$ cat config.mk
export PLATFORM = sky130hd
export DESIGN_NAME = vga_frame_scanout
export DESIGN_NICKNAME = d
export VERILOG_FILES = /design/src/rtl/vga_frame_scanout.sv
export SDC_FILE = /design/constraint.sdc
export NUM_CORES = 1
export LEC_CHECK = 0
export CORE_ASPECT_RATIO = 0.5
export CORE_MARGIN = 3
export CORE_UTILIZATION = 44
export CTS_BUF_LIST = sky130_fd_sc_hd__clkbuf_8
export CTS_CLUSTER_SIZE = 14
export DETAILED_ROUTE_END_ITERATION = 16
export PLACE_DENSITY = 0.75
export RECOVER_POWER = 100
export SETUP_SLACK_MARGIN = 0.1
export SYNTH_ARGS = -nofsm -noshare
export SYNTH_HDL_FRONTEND = slang
export SYNTH_SLANG_ARGS = --single-unit
$ cat constraint.sdc
create_clock -name clk -period 5.9 [get_ports clk]
set_input_delay 0.885 -clock clk [delete_from_list [all_inputs] [get_ports clk]]
set_output_delay 0.885 -clock clk [all_outputs]
set_load 0.02 [all_outputs]
$ cat src/rtl/vga_frame_scanout.sv
// vga_frame_scanout: 640x480@60 VGA timing with a 1bpp image window read from the image RAM
module vga_frame_scanout #(
    parameter int H_VISIBLE = 640,
    parameter int H_FRONT = 16,
    parameter int H_SYNC = 96,
    parameter int H_BACK = 48,
    parameter int V_VISIBLE = 480,
    parameter int V_FRONT = 10,
    parameter int V_SYNC = 2,
    parameter int V_BACK = 33,
    parameter int IMG_W = 240,
    parameter int IMG_H = 240,
    parameter int X0 = 200,
    parameter int Y0 = 120,
    parameter logic [23:0] FG_COLOR = 24'hFFFFFF,
    parameter logic [23:0] BG_COLOR = 24'h000000,
    parameter logic [23:0] BORDER_COLOR = 24'h202020
) (
    input  logic        clk,
    input  logic        rst,
    input  logic        display_en,
    output logic [31:0] ram_addr,
    input  logic [31:0] ram_rdata,
    output logic [7:0]  vga_r,
    output logic [7:0]  vga_g,
    output logic [7:0]  vga_b,
    output logic        vga_hs,
    output logic        vga_vs,
    output logic        vga_blank_n,
    output logic        frame_done
);
    localparam int H_TOTAL = H_VISIBLE + H_FRONT + H_SYNC + H_BACK;
    localparam int V_TOTAL = V_VISIBLE + V_FRONT + V_SYNC + V_BACK;
    logic [9:0] h, v;
    logic [31:0] hx, vx;
    logic [15:0] row_base, col;
    logic [23:0] rgb;
    logic in_img, visible, h_last, rdata_unused;
    assign hx = {22'd0, h};
    assign vx = {22'd0, v};
    assign h_last = hx == H_TOTAL - 1;
    assign rdata_unused = ^ram_rdata[31:1];
    assign {vga_r, vga_g, vga_b} = rgb;
    // window decode and multiplier-free address: row base plus column offset, forced to 0 outside
    always_comb begin
        in_img = hx >= X0 && hx < X0 + IMG_W && vx >= Y0 && vx < Y0 + IMG_H;
        visible = hx < H_VISIBLE && vx < V_VISIBLE;
        ram_addr = in_img ? {16'd0, row_base + col} : '0;
    end
    // raster counters; both wrap together at the last pixel of the frame
    always_ff @(posedge clk) begin
        if (rst) begin
            h <= '0;
            v <= '0;
        end else begin
            h <= h_last ? '0 : h + 10'd1;
            if (h_last) v <= (vx == V_TOTAL - 1) ? '0 : v + 10'd1;
        end
    end
    // row base re-cleared at the first image line of every frame so it cannot drift
    always_ff @(posedge clk) begin
        if (rst) begin
            row_base <= '0;
            col <= '0;
        end else begin
            row_base <= (vx == Y0 && hx == 0) ? '0 :
                        (h_last && vx >= Y0 && vx < Y0 + IMG_H) ? row_base + 16'(IMG_W) : row_base;
            col <= in_img ? col + 16'd1 : '0;
        end
    end
    // output register: syncs, blank and colour all sampled from the same counter value
    always_ff @(posedge clk) begin
        if (rst) begin
            rgb <= '0;
            vga_hs <= 1'b1;
            vga_vs <= 1'b1;
            vga_blank_n <= 1'b0;
            frame_done <= 1'b0;
        end else begin
            rgb <= !visible ? '0 : (in_img && display_en) ? (ram_rdata[0] ? FG_COLOR : BG_COLOR) : BORDER_COLOR;
            vga_hs <= !(hx >= H_VISIBLE + H_FRONT && hx < H_VISIBLE + H_FRONT + H_SYNC);
            vga_vs <= !(vx >= V_VISIBLE + V_FRONT && vx < V_VISIBLE + V_FRONT + V_SYNC);
            vga_blank_n <= visible;
            frame_done <= h_last && vx == V_VISIBLE - 1;
        end
    end
endmodule

==> results of run 1 <==
==> sequential cells by signal, summed over array words and instances (netlist names) <==
register     cells
h               10
vga_blank_n      1
row_base        12
vga_vs           1
v               10
vga_hs           1
frame_done       1
rgb              2
col             16
==> cells by family (layout without fill, tap and decap cells) <==
logic type / Yosys count / in the layout
adder cells (fa/ha/maj): 18 / 18
AND/OR/NAND/NOR: 173 / 173
XOR/XNOR: 39 / 39
AO/OA/AOI/OAI: 51 / 51
multiplexers: 1 / 1
flip-flops: 54 / 54
other: 1 / 16
buffers and inverters: 69 / 71
==> power by group <==
part | leakage (nW) | switching [W] | internal (W) | total (W)
clock network | 0.0414 | 0.000117 | 0.0000799 | 0.000196
registers | 0.436 | 0.00000228 | 0.000367 | 0.000369
logic | 1.03 | 0.0000193 | 0.00000739 | 0.0000267
total | 1.51 | 0.000138 | 0.000454 | 0.000592
==> worst max-delay path, stage by stage (launching register included) <==
cell           delay, ns
dfxtp_1             0.50
and4_1              0.31
nand2b_1            0.29
and4_1              0.29
nand2b_1            0.31
a2111oi_0           0.39
dlygate4sd3_1       0.73
==> through the flow <==
step	instances	total power [W]
after floorplan	421	0.000406
after global placement	508	0.000405
after detailed placement	508	0.000405
after CTS	515	0.000602
after global routing	515	0.000618
final	515	0.000592
==> worst paths after layout <==
kind | endpoint | slack (ns) | cells past startpoint
min | col[0]$_SDFF_PP0_ | 0.48 | 1
max reg2reg | row_base[10]$_SDFFE_PP0P_ | 3.00 | 6
max | ram_addr[13] | 1.89 | 6
min reg2reg | col[0]$_SDFF_PP0_ | 0.48 | 1
==> Yosys cell counts (all sizes together) (2+ instances only) <==
library cell  instances  area share
nor2b                 5      0.0093
or3                   8       0.015
a41oi                 2      0.0052
dfxtp                54        0.32
clkbuf                9       0.010
and2                  6       0.011
xor2                 23       0.060
a22oi                 2      0.0045
xnor2                16       0.042
nand2b                3      0.0056
nor2                 58       0.065
nor3                 12       0.018
o31ai                 4      0.0090
or2                   2      0.0037
o21a                  2      0.0045
buf                  43       0.094
a21o                  4      0.0090
and4                  3      0.0078
nand4b                3      0.0078
or4                   4      0.0090
nand4                14       0.026
ha                   17       0.063
inv                  17       0.019
o21ai                11       0.020
nand2                22       0.025
a41o                  2      0.0060
and3                  8       0.015
nor4                  8       0.019
a21oi                11       0.016
a221oi                2      0.0052
nand3                15       0.028
==> cell type report <==
class,count,area share
Clock buffer,5,0.0186
Clock inverter,2,0.00304
Tap cell,92,0.0311
Timing Repair Buffer,47,0.127
Inverter,17,0.0172
Multi-Input combinational cell,298,0.511
Sequential cell,54,0.292
==> layer usage <==
metal,vias up,part of all wire,track usage
li1,1401,-,-
met1,1216,0.51,0.207
met2,54,0.44,0.245
met3,11,0.037,0.0284
met4,0,0.016,0.0570
met5,-,0,0
==> out/qor.yml, run 1 <==
clocking:
  clkTransAtPathRegs_ns: 0.09
  post_cts_buffers: 0
  clkLatencyLatePin_ns: 0.31
  clockBufferDepth: 2
  cts-resized-gates: 0
  cts_root_buffer: "clkbuf_8"
  cts_buffers: 5
  hold_buffers: 0
  cts_htree_levels: 2
  cts_tree: "done"
  cts_sinks: 54
cells_and_area:
  drive_gt1_frac: 0.0260
  diodes: 0
  fin_util: 0.528
  areaGrowthSynthToFinish_pct: 10.5
  layout_common_cells: "nor2_1, dfxtp_1, dlygate4sd3_1"
  finish.instance_area_mm2: 0.00370
  final_common_cell: "nor2_1"
  multiInputGateArea_mm2: 0.00189
  seqCellArea_mm2: 0.00108
  nNetsFinal: 476
  num-fill-cells: 660
timing:
  slew_headroom: 0.285
  drv_slew: 0
  rsz0062_at_grt: "no"
  fin_crit_sh: 0.679
  tns_ns: 0
  setup_slack_ns: 1.89
  finalClockSkew_ns: 0.0128
  worstMarginPinSlew_ns: 1.06
  hold_violations: 0
  fin_crit_ns: 4.01
  setup-violations-final: 0
  max_freq_mhz: 250
  fin_hold_ws_ns: 0.480
worst_setup_path:
  r2r-start: "h[0]$_SDFF_PP0_"
  cp-start-kind: "flop"
  crit_required_ns: 5.02
  cp.arrival_ns: 3.12
  cp_max_fo: 12
  worstSetupStartpoint: "v[5]$_SDFFE_PP0P_"
  crit_type: "flop to primary output"
  end_kind: "primary output"
place:
  io_buffers: 47
  place_ws_ns: 2.22
  place_area_mm2: 0.00364
  gp_congestion: 0.784
  hpwl_um: 4960
detailed_routing:
  drc: 0
  dr.pass1.iters: 4
  wire_per_inst_um: 12.5
  routed_wl_um: 6440
  vias: 2682
  drtAntennaViolNets: 0
  drtIter0Drc: 97
  vias_per_cell: 5.21
yosys:
  synthXorXnorAreaFrac: 0.102
  synth_top_family_by_area: "simple AND/OR/NAND/NOR gates"
  synth-compound-area-share: 0.108
  synthMuxAreaShare: 0.00299
  syn_area_mm2: 0.00335
  synth-seq-cells: 54
  syn_inst: 406
  synthSimpleGateAreaFrac: 0.270
  yosysSeqAreaShare: 0.323
  synth_edf_count: 0
  syn_area_per_cell_um2: 8.26
  synthArstFlopShare: 0
  yosysUniqueCellTypes: 56
  synth_fa_ha_area_frac: 0.0694
  synthFlopType: "dfxtp_1"
  ys_warn_count: 0
floorplanning:
  dieArea_mm2: 0.00877
  initial_core_util: 0.478
  row_count: 21
  dieHeight_um: 67.7
  fp.coreArea_mm2: 0.00702
  ios: 95
  fp.dieW_um: 129
global_route:
  grt.overflow.total: 0
  grtUsageTotal: 0.153
  grt_pass1_vias: 2347
  grt_max_degree: 22
  grt_antenna_before_repair: 0
  grt_pass1_wl_um: 10900
flow_run:
  max_cap_viol_count: 0
power:
  peakVddDrop_uv: 86.0
  leakage_nw: 1.51
  powerDensity_mw_per_mm2: 160
worst_hold_path:
  min-delay-start: "col[0]$_SDFF_PP0_"
  min_path_type: "flop to flop"
run_status:
  status: "completed"
(Power assumes the default switching activity.)
==> run 2, diff against run 1 <==
Clock period 5.9 ns to 4 ns, I/O delays scaled along.
==> run 2 against run 1 <==
Against the previous run:
- clock skew is 0.0056 ns lower
- critical path depth is 1 higher
- global-route usage is 0.60 points higher
- sequential cell count stayed put
- wire length is 2.7% higher
- clock power is 84% higher
- core utilization is 0.59 points higher
- register-to-register slack worse by 1.9 ns
- design area is 1.1% higher
- sequential power is 47% higher
- largest cell class unchanged
==> out/qor.yml, run 2 (synthesis gave the netlist of run 1 again) <==
floorplanning:
  fp.coreArea_mm2: 0.00702
  fp.dieW_um: 129
  dieArea_mm2: 0.00877
  dieHeight_um: 67.7
  row_count: 21
  ios: 95
  initial_core_util: 0.478
timing:
  slew_headroom: 0.261
  rsz0062_at_grt: "no"
  fin_crit_sh: 0.928
  tns_ns: 0
  fin_crit_ns: 3.71
  worstMarginPinSlew_ns: 1.10
  setup-violations-final: 0
  hold_violations: 0
  drv_slew: 0
  max_freq_mhz: 270
  finalClockSkew_ns: 0.00714
cells_and_area:
  diodes: 0
  num-fill-cells: 666
  layout_common_cells: "nor2_1, dfxtp_1, dlygate4sd3_1"
  largestRegisters: "col x16, row_base x12"
  nNetsFinal: 477
  largest_reg_flops: 16
  drive_gt1_frac: 0.0306
  areaGrowthSynthToFinish_pct: 11.7
  regMostFlops: "col"
  final_common_cell: "nor2_1"
worst_setup_path:
  crit_required_ns: 3.40
  path_buf_inv: 2
  crit_type: "flop to primary output"
  cp.arrival_ns: 3.11
  end_kind: "primary output"
  crit_path_top_delay_cell: "dlygate4sd3_1"
  critical_path.top_delay_family: "simple AND/OR/NAND/NOR gates"
  cp_max_fo: 11
  cpPeakStageDelay_ns: 0.69
  cp-start-kind: "flop"
  path_cells: "and4_1, nand2b_1, and4_1, nand2b_1, clkbuf_1, nor3b_1, dlygate4sd3_1"
detailed_routing:
  dr.pass1.iters: 4
  drtAntennaViolNets: 0
  drtIter0Drc: 116
  routed_wl_um: 6620
  drc: 0
  vias_per_cell: 5.18
  wire_per_inst_um: 12.8
  vias: 2676
power:
  fin_total_pwr_w: 0.000943
  leakage_nw: 1.52
  peakVddDrop_uv: 147
  powerDensity_mw_per_mm2: 252
global_route:
  grt.overflow.total: 0
  grtUsageTotal: 0.159
  grt_pass1_vias: 2401
  grt_pass1_wl_um: 11300
  grt_antenna_before_repair: 0
  grt_max_degree: 22
clocking:
  cts_htree_levels: 2
  cts_buffers: 5
  clockBufferDepth: 2
  clkTransAtPathRegs_ns: 0.10
  cts_tree: "done"
  hold_buffers: 0
  cts_root_buffer: "clkbuf_8"
  cts_sinks: 54
  clkLatencyLatePin_ns: 0.31
flow_run:
  max_cap_viol_count: 0
run_status:
  status: "completed"
worst_hold_path:
  min_path_type: "flop to flop"
place:
  io_buffers: 47
  gp_congestion: 0.882
  hpwl_um: 5130
run 2: cell types whose count changed in the layout (fill, tap and decap cells not counted):
cell       delta
a2111oi_1     +1
a221oi_2      +1
bufinv_16     +1
clkbuf_1      +1
a221oi_1      -1
a2111oi_0     -1
run 2: final cells by class:
type | count | area [um^2] | share of cell area
clock inverters | 3 | 41.3 | 0.0110
multi-input cells | 298 | 1900 | 0.507
well taps | 92 | 115 | 0.0307
flip-flops and latches | 54 | 1080 | 0.289
clock buffers | 5 | 68.8 | 0.0184
inverters | 17 | 63.8 | 0.0170
repair buffers | 48 | 474 | 0.127
run 2: final timing paths:
check        slack, ns                   endpoint  cells after the start         startpoint
min reg2reg       0.49            h[0]$_SDFF_PP0_                      1    h[0]$_SDFF_PP0_
max reg2reg       1.11  row_base[10]$_SDFFE_PP0P_                      6    h[0]$_SDFF_PP0_
max               0.29               ram_addr[14]                      7  v[5]$_SDFFE_PP0P_
min               0.49            h[0]$_SDFF_PP0_                      1    h[0]$_SDFF_PP0_
run 2: power breakdown:
part | leakage, nW | switching (W) | internal [W]
logic | 1.03 | 0.0000284 | 0.0000109
clock network | 0.0556 | 0.000175 | 0.000184
registers | 0.436 | 0.00000333 | 0.000541
run 2: timing repair:
action / in CTS / in global routing
buffers inserted: 0 / 0
setup endpoints to repair: 0 / 1
resized for setup: 0 / 2
run 2: metal layers:
layer | share of wire | GRT usage
met5 | 0 | 0
met4 | 0.0065 | 0.0311
met3 | 0.037 | 0.0308
met2 | 0.46 | 0.265
met1 | 0.50 | 0.218
run 2: stage by stage:
step | cells | utilization | instance area, um^2 | hold WS [ns] | setup slack (ns)
5_1_grt | 517 | 0.534 | 3740 | 0.506 | 0.112
3_3_place_gp | 509 | 0.520 | 3650 | 0.455 | 0.632
2_1_floorplan | 421 | - | 3410 | 0.437 | 0.886
6_report | 517 | 0.534 | 3740 | 0.486 | 0.290
4_1_cts | 517 | 0.536 | 3760 | 0.489 | 0.276
3_5_place_dp | 509 | 0.520 | 3650 | 0.465 | 0.634
